--- config.mk ---
export PLATFORM = sky130hd
export DESIGN_NAME = seg7_scan_ctrl
export DESIGN_NICKNAME = d
export VERILOG_FILES = /design/src/rtl/seg7_pkg.sv /design/src/rtl/seg7_scan_ctrl.sv
export SDC_FILE = /design/constraint.sdc
export NUM_CORES = 1
export LEC_CHECK = 0
export BUFFER_PORTS_ARGS = -buffer_cell sky130_fd_sc_hd__buf_2
export CORE_ASPECT_RATIO = 0.75
export CORE_MARGIN = 2
export CORE_UTILIZATION = 35
export CTS_CLUSTER_DIAMETER = 60
export DETAILED_ROUTE_END_ITERATION = 8
export PLACE_DENSITY = 0.62
export SYNTH_ARGS = -nofsm -noshare
export SYNTH_HDL_FRONTEND = slang
export SYNTH_SLANG_ARGS = --single-unit
export TNS_END_PERCENT = 50
--- constraint.sdc ---
create_clock -name clk -period 5.8 [get_ports clk]
set_input_delay 1.16 -clock clk [delete_from_list [all_inputs] [get_ports clk]]
set_output_delay 1.16 -clock clk [all_outputs]
set_load 0.01 [all_outputs]
--- src/rtl/seg7_pkg.sv ---
// Shared definitions for the seven-segment scan controller: blank code, FSM
// states and the leading-zero blanking helper.
package seg7_pkg;

  localparam logic [3:0] BLANK_CODE = 4'hF;
  localparam int         MAX_DIGITS = 8;
  localparam int         DISP_W     = 4 * MAX_DIGITS;

  typedef enum logic {
    GUARD = 1'b0,
    SHOW  = 1'b1
  } state_t;

  // Digit k is blanked when every digit at positions >= k is zero; digit 0 is
  // never blanked. Callers zero-extend narrower displays, which keeps this exact.
  function automatic logic [MAX_DIGITS-1:0] lz_mask(input logic [DISP_W-1:0] display,
                                                    input logic              lz_blank);
    logic                  all_zero;
    logic [MAX_DIGITS-1:0] mask;
    all_zero = 1'b1;
    mask     = '0;
    for (int k = MAX_DIGITS - 1; k >= 1; k--) begin
      all_zero = all_zero && (display[4*k +: 4] == 4'h0);
      mask[k]  = lz_blank && all_zero;
    end
    return mask;
  endfunction

endpackage

--- src/rtl/seg7_scan_ctrl.sv ---
// Time-multiplexed scan controller for a shared common-anode BCD decoder,
// with a tear-free display register and guard gaps between digits.
module seg7_scan_ctrl
  import seg7_pkg::*;
#(
  parameter int NUM_DIGITS      = 4,
  parameter int TICKS_PER_DIGIT = 50000,
  parameter int GUARD_CYCLES    = 2
) (
  input  logic                    clk,
  input  logic                    rst_n,
  input  logic [4*NUM_DIGITS-1:0] digits_in,
  input  logic                    load_valid,
  output logic                    load_ready,
  input  logic                    lz_blank,
  output logic [3:0]              bcd_out,
  output logic [NUM_DIGITS-1:0]   an_n,
  output logic                    frame_done
);

  localparam int TMAX = (TICKS_PER_DIGIT > GUARD_CYCLES) ? TICKS_PER_DIGIT : GUARD_CYCLES;
  localparam int TW   = $clog2(TMAX + 1);
  localparam int IW   = (NUM_DIGITS > 1) ? $clog2(NUM_DIGITS) : 1;
  localparam int DW   = 4 * NUM_DIGITS;

  localparam logic [TW-1:0] GUARD_LAST = TW'(GUARD_CYCLES - 1);
  localparam logic [TW-1:0] SHOW_LAST  = TW'(TICKS_PER_DIGIT - 1);
  localparam logic [IW-1:0] IDX_LAST   = IW'(NUM_DIGITS - 1);

  state_t                state_q, state_d;
  logic [TW-1:0]         timer_q, timer_d;
  logic [IW-1:0]         idx_q, idx_d;
  logic [DW-1:0]         disp_q, disp_d;
  logic [DW-1:0]         pend_q, pend_d;
  logic                  pend_valid_q, pend_valid_d;
  logic [3:0]            bcd_q, bcd_d;
  logic                  boundary;
  logic [NUM_DIGITS-1:0] blank_mask;

  // Handshake: an update transfers on any rising edge where load_valid and
  // load_ready are both high. load_ready is a pure register (no pending update)
  // and never looks at load_valid; once asserted, the producer holds digits_in
  // until the transfer edge.
  assign load_ready = ~pend_valid_q;
  assign bcd_out    = bcd_q;
  assign frame_done = (state_q == SHOW) && (idx_q == IDX_LAST) && (timer_q == SHOW_LAST);

  always_comb begin
    an_n = '1;
    if (state_q == SHOW) begin
      for (int k = 0; k < NUM_DIGITS; k++) begin
        if (idx_q == IW'(k)) an_n[k] = 1'b0;
      end
    end
  end

  always_comb begin
    state_d      = state_q;
    timer_d      = timer_q + TW'(1);
    idx_d        = idx_q;
    disp_d       = disp_q;
    pend_d       = pend_q;
    pend_valid_d = pend_valid_q;
    bcd_d        = bcd_q;
    boundary     = 1'b0;
    blank_mask   = '0;

    if (state_q == GUARD) begin
      if (timer_q == GUARD_LAST) begin
        state_d = SHOW;
        timer_d = '0;
      end
    end else if (timer_q == SHOW_LAST) begin
      state_d = GUARD;
      timer_d = '0;
      if (idx_q == IDX_LAST) begin
        idx_d    = '0;
        boundary = 1'b1;
      end else begin
        idx_d = idx_q + IW'(1);
      end
    end

    // Commit and accept are exclusive: accept needs an empty pending slot.
    if (boundary && pend_valid_q) begin
      disp_d       = pend_q;
      pend_valid_d = 1'b0;
    end
    if (load_valid && load_ready) begin
      pend_d       = digits_in;
      pend_valid_d = 1'b1;
    end

    // Reload the decoder code from the post-commit display so digit 0 of a
    // new frame already shows the new value.
    blank_mask = NUM_DIGITS'(lz_mask(DISP_W'(disp_d), lz_blank));
    if ((state_q == SHOW) && (state_d == GUARD)) begin
      for (int k = 0; k < NUM_DIGITS; k++) begin
        if (idx_d == IW'(k)) bcd_d = blank_mask[k] ? BLANK_CODE : disp_d[4*k +: 4];
      end
    end
  end

  always_ff @(posedge clk) begin
    if (!rst_n) begin
      state_q      <= GUARD;
      timer_q      <= '0;
      idx_q        <= '0;
      disp_q       <= {NUM_DIGITS{BLANK_CODE}};
      pend_q       <= {NUM_DIGITS{BLANK_CODE}};
      pend_valid_q <= 1'b0;
      bcd_q        <= BLANK_CODE;
    end else begin
      state_q      <= state_d;
      timer_q      <= timer_d;
      idx_q        <= idx_d;
      disp_q       <= disp_d;
      pend_q       <= pend_d;
      pend_valid_q <= pend_valid_d;
      bcd_q        <= bcd_d;
    end
  end

endmodule

==> metrics.csv <==
stage,metric,value,unit
timing,Worst slew margin,0.2308,
place,gpl congestion,0.8828,
route,Post-DRT Antenna Nets,0,
logic_synthesis,xor/xnor share of the synthesized area,0.04288,
min_path,Worst Hold Launch,pend_q[2],
logic_synthesis,synthesized flop and latch total,56,
critical_path,max incr delay on CP,0.40,ns
route,Pre-antenna DRT Iters,4,
critical_path,Reg2Reg Launch Point,timer_q[0],
logic_synthesis,largest family of logic cells by synthesized area,simple AND/OR/NAND/NOR gates,
logic_synthesis,Synth Warn #,0,
timing,Tmin final,3.161,ns
clock_tree,root cell of the clock tree,clkbuf_8,
timing,final hold violations,0,
clock_tree,Max Root-Sink Buffers,2,
global_routing,vias in the first global route,2018,
timing,setup TNS,0,ns
logic_synthesis,top cell type's share of synthesized area,0.4222,
timing,worst setup slack after layout,2.639,ns
logic_synthesis,Post-Synth Simple-Gate Area,0.3511,
place,HPWL after detailed placement,4644,µm
timing,final setup violation count,0,
logic_synthesis,register area share after synthesis,0.4222,
final_layout,ANT cells,0,
logic_synthesis,Adder-Cell Fraction of Synth Area,0.02828,
global_routing,initial antenna violation count,0,
floorplanning,Top Ports,30,
power_and_ir_drop,Leakage,0.001183,µW
route,Vias,2273,
timing,unrepaired setup endpoints after global routing,no,
final_layout,P&R area growth vs syn,11.26,%
timing,Least-Margin Pin Slew,1.149,ns
floorplanning,die width,104.6,µm
min_path,Hold Path End,pend_q[2],
clock_tree,hold buffer count at cts,0,
global_routing,met2 usage,0.2072,
logic_synthesis,Synth area leaders,"dfxtp_1 (42%), nand2_1 (11%), nand3_1 (6.2%), mux2i_1 (5.3%), nor2_1 (4.5%)",
logic_synthesis,"EDFF count, synth",0,
min_path,Hold Crit Depth,2,
critical_path,Crit path required time,4.64,ns
logic_synthesis,largest area contributor in the netlist,dfxtp_1,
route,Post-route DRC,0,
timing,highest clock rate,316.3,MHz
final_layout,FILL cells,778,
logic_synthesis,post-synthesis mux area share,0.05702,
route,DR vias/cell,5.007,
timing,Max Slew Vio Count,0,
power_and_ir_drop,Total Power,676.3,µW
critical_path,Worst Setup End Kind,output pin,
clock_tree,Resized Gates After CTS,0,
power_and_ir_drop,Power Dens Cells,228.9,nW/µm²
critical_path,crit-path cells,ha_1 -> nand3_1 -> nor4_1 -> and2_1 -> and2_1 -> buf_2,
global_routing,first-pass GRT wire length,10200,µm
logic_synthesis,synth unique cells,39,
final_layout,most frequent cells in the layout,"nand2_1 (77), dfxtp_1 (56), nand3_1 (33)",
timing,Worst Skew,0.009586,ns
logic_synthesis,"Avg Cell Area, Syn",8.046,µm²
critical_path,CP Class,register to output pin,
power_and_ir_drop,maximum vdd ir drop,0.1076,mV
critical_path,Worst setup SP type,register,
critical_path,"setup slack, reg-to-reg",2.93,ns
global_routing,GRT Residual Overflow,0,
timing,Final period util,0.5450,
global_routing,Total GRT Usage,0.1544,
min_path,Hold Path Class,register to register,
logic_synthesis,dominant synthesized flop cell,dfxtp_1,
final_layout,share of layout cells above drive strength 1,0.1190,
floorplanning,Die Footprint,8306,µm²
clock_tree,TritonCTS clock tree,done,
global_routing,M1 GR Usage,0.2414,
clock_tree,Clock Sinks,56,
route,drt wl/cell,13.51,µm
final_layout,Nets,378,
logic_synthesis,Mapped Nets,356,
clock_tree,TritonCTS buffer count,5,
floorplanning,Die Span Y,79.43,µm
clock_tree,H-Tree Depth,2,
route,Initial DRC Count,159,
flow_run,Max Cap Viol,0,
logic_synthesis,Synth Area in Compound Gates,0.06692,
logic_synthesis,cell count after synthesis,330,
global_routing,global route hottest layer,met1,
clock_tree,Worst-path clk slew,0.10,ns
place,DP Worst Slack,2.889,ns
floorplanning,core area,7331,µm²
floorplanning,Initial Utilization,0.3622,
outcome,outcome,finished clean,
clock_tree,Clock Latency Late Sink,0.31,ns
logic_synthesis,async set or reset register ratio after synthesis,0,
critical_path,worst reg-to-reg path cell count,8,
floorplanning,Std-Cell Rows,27,
critical_path,Crit path top cell by count,and2_1,
critical_path,"Max FO, Critical Path",6,
place,buffers added on ports,29,
critical_path,Critical R2R Capture,bcd_out[2],
global_routing,pin count of the biggest net entering global routing,45,
final_layout,"commonest non-fill, non-tap cell in the layout",nand2_1,
global_routing,met3 Use GR,0.02776,
route,drt total wl,6134,µm
logic_synthesis,mapped cell area,2655,µm²
critical_path,"Slowest-stage cell, CP",dfxtp_1,
clock_tree,Post-CTS Setup Bufs,0,
critical_path,CP arrival,2.00,ns
==> cell families after synthesis <==
group / count (synthesis)
AO/OA/AOI/OAI: 25
XOR/XNOR: 13
adder cells (fa/ha/maj): 6
buffers and inverters: 20
flip-flops: 56
multiplexers: 15
AND/OR/NAND/NOR: 195
==> worst max-delay path, delay by kind of cell, from the launching register on <==
kind                     cells  cell delay (ns)
adder cells (fa/ha/maj)      1             0.23
buffers and inverters        1             0.12
flip-flops                   1             0.40
AND/OR/NAND/NOR              4             0.95
==> synth_stat cells (3+ instances only) <==
| library cell | instances |
|---|---|
| a31oi_1 | 3 |
| and2_1 | 7 |
| and3_1 | 6 |
| clkbuf_1 | 12 |
| dfxtp_1 | 56 |
| ha_1 | 6 |
| inv_1 | 6 |
| mux2i_1 | 14 |
| nand2_1 | 77 |
| nand3_1 | 33 |
| nand4_1 | 3 |
| nor2_1 | 32 |
| nor2b_1 | 4 |
| nor3_1 | 7 |
| nor4_1 | 13 |
| nor4b_1 | 3 |
| o21ai_0 | 8 |
| or3_1 | 4 |
| xnor2_1 | 4 |
| xor2_1 | 9 |
==> worst max-delay path by stage <==
stage,to,cells after the start,start
final,frame_done,6,timer_q[0]
after global routing,frame_done,6,timer_q[0]
after CTS,frame_done,6,timer_q[0]
after detailed placement,bcd_out[3],7,lz_blank
after global placement,bcd_out[3],7,lz_blank
after floorplan,frame_done,6,timer_q[0]
==> metrics by stage <==
step / instances / instance area, µm² / utilization / hold slack (ns)
finish: 454 / 2954 / 0.4030 / 0.4776
global route: 454 / 2954 / 0.4030 / 0.5074
CTS: 454 / 2954 / 0.4030 / 0.4834
detailed placement: 446 / 2865 / 0.3909 / 0.4703
global placement: 446 / 2865 / 0.3909 / 0.4607
floorplan: 330 / 2655 / - / 0.4398
==> flip-flops by register name, summed over array words and instances (netlist names) <==
register and flops:
idx_q 2, timer_q 16, pend_q 16, bcd_out 4, pend_valid_q 1, state_q 1, disp_q 16
==> power by group <==
group / internal, µW / switching (µW)
logic: 19.7 / 28.8
registers: 398 / 16.0
clock network: 86.2 / 127
total: 504 / 172
==> area by class of cell <==
class / count / area, µm² / share of cell area
Tap cell: 101 / 126.4 / 0.04278
Timing Repair Buffer: 29 / 145.1 / 0.04913
Multi-Input combinational cell: 254 / 1450 / 0.4909
Inverter: 6 / 22.52 / 0.007624
Sequential cell: 56 / 1121 / 0.3795
Clock buffer: 6 / 72.57 / 0.02457
Clock inverter: 2 / 16.27 / 0.005506
==> metal layers <==
layer,share of wire,vias to the layer above
met5,0,-
met4,0.014,0
met3,0.045,7
met2,0.40,59
met1,0.55,1027
li1,-,1180
Note: power is estimated with default switching activity, not from simulation.
